`src/rtl/muldiv_unit.sv`:
```
// Execute-stage MULT/MULTU/DIV/DIVU unit: registered multiply (done 2 cycles after start), radix-2 restoring divide (done 34 cycles after start).
// Holds the front of the pipeline via stall while busy; flush aborts at the next edge without touching hi/lo.
module muldiv_unit #(
  parameter int DIV_ITERS = 32
) (
  input  logic        clk,
  input  logic        resetn,
  input  logic        start,
  input  logic [1:0]  op,
  input  logic [31:0] a,
  input  logic [31:0] b,
  input  logic        flush,
  output logic        stall,
  output logic        done,
  output logic [31:0] hi,
  output logic [31:0] lo
);

  localparam int CW = $clog2(DIV_ITERS + 1);

  typedef enum logic [1:0] {S_IDLE, S_MUL, S_DIV, S_DONE} state_t;

  state_t         r_state;
  state_t         w_next;
  logic           r_signed;
  logic           r_div_first;
  logic [31:0]    r_a;
  logic [31:0]    r_b;
  logic [31:0]    r_rem;
  logic [31:0]    r_quo;
  logic [31:0]    r_dvs;
  logic [31:0]    r_hi;
  logic [31:0]    r_lo;
  logic [CW-1:0]  r_cnt;

  logic           w_accept;
  logic [63:0]    w_mul_a;
  logic [63:0]    w_mul_b;
  logic [63:0]    w_prod;
  logic [31:0]    w_abs_a;
  logic [31:0]    w_abs_b;
  logic [32:0]    w_rem_sh;
  logic [32:0]    w_trial;
  logic [31:0]    w_rem_nx;
  logic [31:0]    w_quo_nx;
  logic [31:0]    w_q_fix;
  logic [31:0]    w_r_fix;
  logic           w_last;
  logic           w_div0;

  assign w_accept = start && !flush;

  // Sign-extending only for MULT lets one 64-bit multiply serve both flavours.
  assign w_mul_a = {{32{r_signed & r_a[31]}}, r_a};
  assign w_mul_b = {{32{r_signed & r_b[31]}}, r_b};
  assign w_prod  = w_mul_a * w_mul_b;

  assign w_abs_a = (r_signed && r_a[31]) ? -r_a : r_a;
  assign w_abs_b = (r_signed && r_b[31]) ? -r_b : r_b;

  // Bit 32 of the trial difference is its sign: set means the divisor did not fit.
  assign w_rem_sh = {r_rem, r_quo[31]};
  assign w_trial  = w_rem_sh - {1'b0, r_dvs};
  assign w_rem_nx = w_trial[32] ? w_rem_sh[31:0] : w_trial[31:0];
  assign w_quo_nx = {r_quo[30:0], ~w_trial[32]};

  assign w_q_fix = (r_signed && (r_a[31] ^ r_b[31])) ? -w_quo_nx : w_quo_nx;
  assign w_r_fix = (r_signed && r_a[31]) ? -w_rem_nx : w_rem_nx;
  assign w_last  = (r_cnt == CW'(DIV_ITERS - 1));
  assign w_div0  = (r_b == 32'd0);

  always_ff @(posedge clk or negedge resetn) begin
    if (!resetn) begin
      r_state <= S_IDLE;
    end else begin
      r_state <= w_next;
    end
  end

  always_comb begin
    w_next = r_state;
    stall  = 1'b0;
    done   = 1'b0;
    unique case (r_state)
      S_IDLE: begin
        if (w_accept) begin
          w_next = op[1] ? S_DIV : S_MUL;
          stall  = 1'b1;
        end
      end
      S_MUL: begin
        w_next = S_DONE;
        stall  = 1'b1;
      end
      S_DIV: begin
        if (!r_div_first && w_last) begin
          w_next = S_DONE;
        end
        stall = 1'b1;
      end
      S_DONE: begin
        w_next = S_IDLE;
        done   = 1'b1;
      end
      default: w_next = S_IDLE;
    endcase
    if (flush) begin
      w_next = S_IDLE;
      stall  = 1'b0;
      done   = 1'b0;
    end
    if (!resetn) begin
      stall = 1'b0;
    end
  end

  always_ff @(posedge clk or negedge resetn) begin
    if (!resetn) begin
      r_signed    <= 1'b0;
      r_div_first <= 1'b0;
      r_a         <= '0;
      r_b         <= '0;
      r_rem       <= '0;
      r_quo       <= '0;
      r_dvs       <= '0;
      r_hi        <= '0;
      r_lo        <= '0;
      r_cnt       <= '0;
    end else begin
      unique case (r_state)
        S_IDLE: begin
          if (w_accept) begin
            r_signed    <= ~op[0];
            r_a         <= a;
            r_b         <= b;
            r_div_first <= 1'b1;
          end
        end
        S_MUL: begin
          if (!flush) begin
            r_hi <= w_prod[63:32];
            r_lo <= w_prod[31:0];
          end
        end
        S_DIV: begin
          if (r_div_first) begin
            r_rem       <= '0;
            r_quo       <= w_abs_a;
            r_dvs       <= w_abs_b;
            r_cnt       <= '0;
            r_div_first <= 1'b0;
          end else begin
            r_rem <= w_rem_nx;
            r_quo <= w_quo_nx;
            r_cnt <= r_cnt + CW'(1);
            if (w_last && !flush) begin
              r_hi <= w_div0 ? r_a : w_r_fix;
              r_lo <= w_div0 ? 32'hFFFF_FFFF : w_q_fix;
            end
          end
        end
        default: ;
      endcase
    end
  end

  assign hi = r_hi;
  assign lo = r_lo;

endmodule

```
`config.mk`:
```
export PLATFORM = sky130hd
export DESIGN_NAME = muldiv_unit
export DESIGN_NICKNAME = d
export VERILOG_FILES = /design/src/rtl/muldiv_unit.sv
export SDC_FILE = /design/constraint.sdc
export NUM_CORES = 2
export LEC_CHECK = 0
export ABC_AREA = 1
export CORE_ASPECT_RATIO = 1.75
export CORE_UTILIZATION = 44
export DETAILED_ROUTE_END_ITERATION = 8
export GPL_TIMING_DRIVEN = 0
export PLACE_DENSITY_LB_ADDON = 0.2
export SYNTH_ARGS = -nofsm -noshare
export SYNTH_HDL_FRONTEND = slang
export SYNTH_SLANG_ARGS = --single-unit
```
`constraint.sdc`:
```
create_clock -name clk -period 10.05 [get_ports clk]
set_input_delay 2.5125 -clock clk [delete_from_list [all_inputs] [get_ports clk]]
set_output_delay 2.5125 -clock clk [all_outputs]
set_load 0.05 [all_outputs]
```
==> reports/metrics.csv <==
metric;value;unit
status;finished, violations left;
failed_checks;design-rule violations, max-capacitance violations, max-slew violations;
numCtsBuffers;22;
slew_headroom;-2.379;%
synth_fp_nets;8720;
cp_max_fo;10;
start_util;44.31;%
synth.distinct_cells;57;
cts_hold_repair.buffers;0;
antenna_found_initial;24;
clk_latency;0.60;ns
placementRows;172;
clkSlewWorstSetupHoldPaths;0.10;ns
worst_pin_slew;1.536;ns
grt_pass1_wl;395200;um
period_share;99.31;%
dpl.hpwl;239700;um
cts_tree;built;
synth_edf_count;0;
portBuffers;135;
synth_area;55490;um2
skew;0.02452;ns
hold_viol_final;0;
max_stage_delay;0.76;ns
wire_per_inst;31.29;um
crit_top_cell;fa_1;
cts-root-buf;clkbuf_16;
yosys_warnings;0;
antenna_left;0;
dieWidth;270.5;um
maxCapViolCount;2;
arrival;10.46;ns
synth_top_area_share;40.62;%
die_y;471.8;um
synthTopCellsByArea;fa_1 41%, inv_1 13%, nand2_1 12%, dfrtp_1 11%, ha_1 5.7%;
async_reset_ff_share;100.0;%
first_global_vias;54530;
min_path_type;reg2reg;
max_freq;0.1002;GHz
synth-main-ff-cell;dfrtp_1;
syn-instance-count;7269;
grt_max_degree;110;
core;125300;um2
multi_input_area;41090;um2
grt.total_usage;45.02;%
firstDrtPassIters;9;
fillers;13130;
dieArea;127600;um2
seq_area_frac_synth;10.55;%
cts_sinks;234;
holdPathStages;2;
rsz0062_at_grt;no;
worst-endpoint-required;10.53;ns
ys_ff_latch;234;
drcViolationCount;2;
place_inst;9062;
endpoint_kind;flop;
worst-setup-path-type;reg2reg;
cp-start-kind;flop;
whs;0.4842;ns
fin_nets;8848;
seq_area;5883;um2
worst_slack;0.06894;ns
syn_avg_cell_area;7.634;um2
synth_largest_area_cell;fa_1;
viasPerCell;5.617;
num_vias;50990;
final_common_cell;inv_1;
period_minus_slack;9.981;ns
fin_tns_setup;0;ns
grt-ovfl-total;0;
wirelength;284000;um
place_congestion;1.071;
drt-initial-drc-count;4648;
r2r_cells;31;
slowest_stage;dfrtp_2;
htree_levels;1;
clockBufferDepth;3;
finalSetupViolCount;0;
pin_count;136;
fin_cells;9078;
drive_gt1_share;4.034;%
area_growth;8.311;%
final_cell_mix;1,907 x inv_1, 1,822 x nand2_1, 1,119 x fa_1, 410 x nor2_1, 263 x a21oi_1;
pre_cts_slack;-1.436;ns
drv_slew;22;
-- final cells by class --
class | count | area share, %
Antenna cell | 13 | 0.05412
Buffer | 315 | 2.413
Clock buffer | 25 | 0.9867
Clock inverter | 14 | 0.3768
Inverter | 1919 | 12.01
Multi-Input combinational cell | 4756 | 68.36
Sequential cell | 234 | 9.788
Tap cell | 1653 | 3.441
Timing Repair Buffer | 149 | 2.567
-- flip-flops by register name, indices dropped and copies added (netlist names) --
register,flops
r_state,2
r_cnt,6
r_div_first,1
r_b,32
r_a,32
r_quo,32
hi,32
r_signed,1
r_dvs,32
r_rem,32
lo,32
-- worst max-delay path: cells and delay by family (launching register included) --
kind                     cells  cell delay, ns
AO/OA/AOI/OAI                7            2.21
adder cells (fa/ha/maj)      9            4.77
buffers and inverters        6            1.01
flip-flops                   1            0.76
AND/OR/NAND/NOR              9            1.09
-- routing by layer --
metal,track usage (%),routed length [um],share of wire [%],vias to the layer above
met5,0,96,0.034,-
met4,54.13,43490,15,14
met3,8.723,20270,7.1,1410
met2,76.44,136100,48,2796
met1,41.81,84060,30,25340
li1,-,-,-,21420
-- cells by family after synthesis --
family | synth area share [%]
compound gates | 6.649
xor+xnor | 1.650
flops | 10.55
fa+ha+maj | 46.37
simple gates | 19.09
mux | 0.1623
buf+inv | 15.53
-- through the flow --
| stage | instance area, um2 | util, % |
|---|---|---|
| after global placement | 58910 | 47.04 |
| after floorplan | 55490 | - |
| after detailed placement | 59020 | 47.12 |
| after global routing | 60090 | 47.98 |
| final | 60110 | 47.99 |
| after CTS | 60000 | 47.91 |
-- path summary, 6_finish.rpt --
check | from | to | slack [ns]
setup / recovery | r_a[15] | hi[19] | 0.07
hold / removal | lo[28] | lo[28] | 0.48
setup reg to reg | r_a[15] | hi[19] | 0.07
hold reg to reg | lo[28] | lo[28] | 0.48
max in group asynchronous | resetn | r_b[22] | 7.17
min in group asynchronous | resetn | r_quo[19] | 1.82
-- synthesized netlist by cell type (4+ instances only) --
library cell	n
or2_2	19
nor3_1	34
mux2_2	8
xor2_1	80
a21oi_1	263
inv_2	7
nor3_2	7
nand2_2	19
nor2_2	13
buf_6	4
dfrtp_1	234
o21ai_1	11
o21bai_1	15
o211ai_1	18
nand3b_1	15
o22ai_1	43
o221ai_1	37
nor4_1	16
o21a_1	6
nor2_1	420
fa_1	1126
a21o_1	12
nand2_4	8
xnor2_1	22
buf_2	6
clkbuf_1	258
buf_4	4
a31oi_1	46
nand3_1	201
nand4_1	24
nand2_1	1822
inv_1	1911
ha_1	255
o21ai_0	183
buf_1	87
and2_1	4
-- repair_timing --
action	in CTS	in global routing
setup buffers	3	6
pin swaps	0	2
resized for setup	72	181
endpoints found under the hold margin	0	0
setup endpoints to repair	29	25
Power is not shown: default switching activity piles up to over one toggle a cycle in this logic, so the estimate is an artifact.
